<file path="config.mk">
export PLATFORM = sky130hd
export DESIGN_NAME = bist_pattern_ctrl
export DESIGN_NICKNAME = d
export VERILOG_FILES = /design/src/rtl/bist_pattern_ctrl.sv
export SDC_FILE = /design/constraint.sdc
export NUM_CORES = 1
export LEC_CHECK = 0
export CAP_MARGIN = 40
export CORE_MARGIN = 2
export CORE_UTILIZATION = 50
export CTS_CLUSTER_DIAMETER = 50
export DETAILED_ROUTE_END_ITERATION = 6
export PLACE_DENSITY = 0.88
export SLEW_MARGIN = 30
export SYNTH_ARGS = -nofsm -noshare
export SYNTH_HDL_FRONTEND = slang
export SYNTH_SLANG_ARGS = --single-unit
</file>
<file path="constraint.sdc">
create_clock -name clk -period 4.8 [get_ports clk]
set_clock_uncertainty 0.1 [all_clocks]
set_input_delay 0.72 -clock clk [delete_from_list [all_inputs] [get_ports clk]]
set_output_delay 0.72 -clock clk [all_outputs]
set_load 0.02 [all_outputs]
</file>
<file path="src/rtl/bist_pattern_ctrl.sv">
// bist_pattern_ctrl: built-in self-test sequencer for a small combinational target.
// It steps an exhaustive ascending pattern sequence onto the target and folds each
// response into a MISR. It then compares the final signature with a golden value
// and holds the pass/fail result until the next run, abort or reset.
module bist_pattern_ctrl #(
    parameter int                 PAT_W  = 2,
    parameter int                 RESP_W = 1,
    parameter int                 SIG_W  = 8,
    parameter logic [SIG_W-1:0]   POLY   = SIG_W'(8'h1D)
) (
    input  logic              clk,
    input  logic              rst_n,
    input  logic              start,
    input  logic              abort,
    input  logic [SIG_W-1:0]  golden_sig,
    input  logic [RESP_W-1:0] pattout,
    output logic [PAT_W-1:0]  pattin,
    output logic              busy,
    output logic              done,
    output logic              pass,
    output logic [SIG_W-1:0]  signature
);

    // One extra counter bit lets the last pattern be recognised by the carry-out,
    // so the wrap from the top pattern back to 0 is never confused with pattern 0.
    localparam int CNT_W = PAT_W + 1;

    typedef enum logic [1:0] {
        S_IDLE  = 2'd0,
        S_APPLY = 2'd1,
        S_CHECK = 2'd2,
        S_DONE  = 2'd3
    } state_t;

    state_t             state_q, state_d;
    logic [CNT_W-1:0]   cnt_q, cnt_d;
    logic [SIG_W-1:0]   sig_q, sig_d;
    logic               pass_q, pass_d;

    logic [CNT_W-1:0]   cnt_inc;
    logic [SIG_W-1:0]   misr_next;

    // MISR step and pattern-counter increment, used only while applying patterns.
    always_comb begin
        misr_next = (sig_q << 1) ^ (sig_q[SIG_W-1] ? POLY : '0) ^ SIG_W'(pattout);
        cnt_inc   = cnt_q + CNT_W'(1);
    end

    // Next-state logic: sequencing, signature compaction and the final compare.
    always_comb begin
        state_d = state_q;
        cnt_d   = cnt_q;
        sig_d   = sig_q;
        pass_d  = pass_q;
        case (state_q)
            S_IDLE: begin
                if (start && !abort) begin
                    state_d = S_APPLY;
                    cnt_d   = '0;
                    sig_d   = '0;
                    pass_d  = 1'b0;
                end
            end
            S_APPLY: begin
                if (abort) begin
                    state_d = S_IDLE;
                    cnt_d   = '0;
                    sig_d   = '0;
                    pass_d  = 1'b0;
                end else begin
                    sig_d = misr_next;
                    cnt_d = cnt_inc;
                    // Carry into the extra bit marks the edge absorbing the last pattern;
                    // the low bits driving pattin have wrapped to 0 on this same edge.
                    if (cnt_inc[PAT_W]) begin
                        state_d = S_CHECK;
                    end
                end
            end
            S_CHECK: begin
                if (abort) begin
                    state_d = S_IDLE;
                    cnt_d   = '0;
                    sig_d   = '0;
                    pass_d  = 1'b0;
                end else begin
                    pass_d  = (sig_q == golden_sig);
                    state_d = S_DONE;
                end
            end
            S_DONE: begin
                if (abort) begin
                    state_d = S_IDLE;
                    cnt_d   = '0;
                    sig_d   = '0;
                    pass_d  = 1'b0;
                end else if (start) begin
                    // Each run re-seeds the MISR so results are independent.
                    state_d = S_APPLY;
                    cnt_d   = '0;
                    sig_d   = '0;
                    pass_d  = 1'b0;
                end
            end
            default: begin
                state_d = S_IDLE;
                cnt_d   = '0;
                sig_d   = '0;
                pass_d  = 1'b0;
            end
        endcase
    end

    // State register with synchronous active-low reset that overrides everything.
    always_ff @(posedge clk) begin
        if (!rst_n) begin
            state_q <= S_IDLE;
            cnt_q   <= '0;
            sig_q   <= '0;
            pass_q  <= 1'b0;
        end else begin
            state_q <= state_d;
            cnt_q   <= cnt_d;
            sig_q   <= sig_d;
            pass_q  <= pass_d;
        end
    end

    // Outputs come straight from registers or from the registered state.
    always_comb begin
        pattin    = cnt_q[PAT_W-1:0];
        busy      = (state_q == S_APPLY) || (state_q == S_CHECK);
        done      = (state_q == S_DONE);
        pass      = pass_q;
        signature = sig_q;
    end

endmodule

</file>
==> metrics.cfg <==
[status]
status=completed

[power_and_ir_drop]
ir_worst_vdd_mv=0.151
p_leak_nw=0.410
pwr_density_cell_nw_per_um2=221

[layout]
nNetsFinal=151
diodes=0
utilization_pct=68.0
final_cell_mix=25 x clkdlybuf4s50_1, 14 x dfxtp_1, 12 x nand3_1, 12 x a21oi_1
post-route-cell-area_um2=1170
area_growth_pct=27.4
drive_gt1_share_pct=2.31
final_common_cell=clkdlybuf4s50_1

[global_route]
grt_pass1_wl_mm=3.31
grt.overflow.total=0
grt_usage_pct=21.3
grt_pass1_vias=721
antenna_found_initial=0
grt_max_degree=20

[timing]
slew_headroom_pct=42.0
tightest_slew_ns=0.868
fmaxAchievable_ghz=0.386
finalMaxSlewViolations=0
min_period_ns=2.59
hold_viol=0
finalSetupViolCount=0
setup_ws_ns=2.21
post-route-period-util_pct=53.9
tns_ns=0
holdWs_ns=0.364
rsz0062_at_grt=no

[worst_hold_path]
worstHoldPathType=reg -> reg

[placed_design]
io_buffers=25
gp_congestion=0.842
dpl_cell_area_um2=1150
hpwl_mm=1.48
pre_cts_slack_ns=2.02

[route]
wl_met1_um=916
drtIter0Drc=43
wl_met3_um=137
wirelength_mm=2.04
dr.max_layer_used=met4
wl_per_cell_um=13.2
wl_met2_um=972
drc_errors=0
dr_total_vias=861
vias_per_cell=5.55
drt_first_pass_iters=4
antenna_left=0

[floorplanning]
core_area_um2=1730
std_cell_rows=15
die_w_um=46.9
ios=26
dieArea_um2=2200
start_util_pct=53.4
die_h_um=46.9

[setup_path]
path_max_fanout=19
worstSetupPathType=in -> reg
worstPathArrival_ns=2.64
cp-end-kind=flop
required_ns=4.85
cp-start-kind=input pin

[logic_synthesis]
syn-num-nets=130
ys_types=29
syn_area_per_cell_um2=8.31
netlist_area_um2=922
async_flop_share_pct=0
ys_ff_latch=14
synthFlopType=dfxtp_1
synth_cells=111
ys_seq_area_share_pct=30.4
synth_edf_count=0
synth-warning-count=0

[cts]
cts.sinks=14
clk_pin_slew_worst_paths_ns=0.07
clockBufferDepth=2
cts_tree=yes
cts_buffers=3
cts_root_buffer=clkbuf_4
clk_latency_ns=0.28
ctsHoldBuffers=0
ctsResizeCount=0
h-tree-depth=1
cts_setup_buffers=0

[run]
drv_cap=0

## kinds of logic (layout without fill, tap and decap cells)
group / count (synthesis) / after routing / synth area share, %
fa+ha+maj: 6 / 6 / 8.14
buf+inv: 12 / 31 / 6.78
xor+xnor: 13 / 13 / 12.3
flops: 14 / 14 / 30.4
simple gates: 43 / 43 / 27.7
compound gates: 22 / 22 / 13.6
mux: 1 / 1 / 1.09
## final cells by class
type,count,area [µm²]
fillers,146,552
multi-input cells,85,579
flip-flops and latches,14,280
inverters,3,11.3
repair buffers,25,250
well taps,25,31.3
clock buffers,3,22.5
## synth_stat cells (2+ instances only)
master,instances,area share [%]
xnor2_1,9,8.5
ha_1,6,8.1
nor3_1,2,1.1
nand3_1,12,6.5
nand4_1,2,1.4
dfxtp_1,14,30
nand4b_1,9,8.5
nor2b_1,4,2.7
xor2_1,4,3.8
nand2_1,4,1.6
inv_1,3,1.2
nor2_1,4,1.6
buf_4,2,1.6
o21ai_1,4,2.2
nand2b_1,3,2.0
clkbuf_1,4,1.6
buf_2,2,1.1
a21oi_1,12,6.5
## final timing paths
kind / start / end / slack [ns] / cells after the start
worst max-delay path: abort / cnt_q[0] / 2.21 / 5
worst min-delay path: pass / pass / 0.36 / 2
worst max register to register: state_q[0] / cnt_q[0] / 2.80 / 6
worst min register to register: pass / pass / 0.36 / 2
## flip-flops by register name, indices dropped and copies added, names as in the netlist
signal     count
cnt_q          3
pass           1
signature      8
state_q        2
## power breakdown
group / leakage, nW / switching, mW / total [mW] / internal [mW]
Sequential: 0.113 / 0.00302 / 0.121 / 0.118
Clock: 0.0138 / 0.0346 / 0.0638 / 0.0291
Combinational: 0.283 / 0.0430 / 0.0741 / 0.0311
Total: 0.410 / 0.0807 / 0.259 / 0.179
## stage by stage
step / power (mW) / cells
after global routing: 0.275 / 155
after global placement: 0.195 / 152
after CTS: 0.261 / 155
final: 0.259 / 155
after detailed placement: 0.197 / 152
after floorplan: 0.175 / 111
## routing by layer
metal / vias to the layer above / global-route usage (%)
met3: 3 / 7.69
met5: - / 0
met1: 394 / 30.0
met4: 0 / 7.22
met2: 36 / 30.1
li1: 428 / -
## worst max-delay path: stages
cell             delay [ns]
clkdlybuf4s50_1        0.78
nor2b_1                0.14
o21bai_1               0.72
or3_1                  0.21
a21oi_1                0.07
Note: power is estimated with default switching activity, not from simulation.
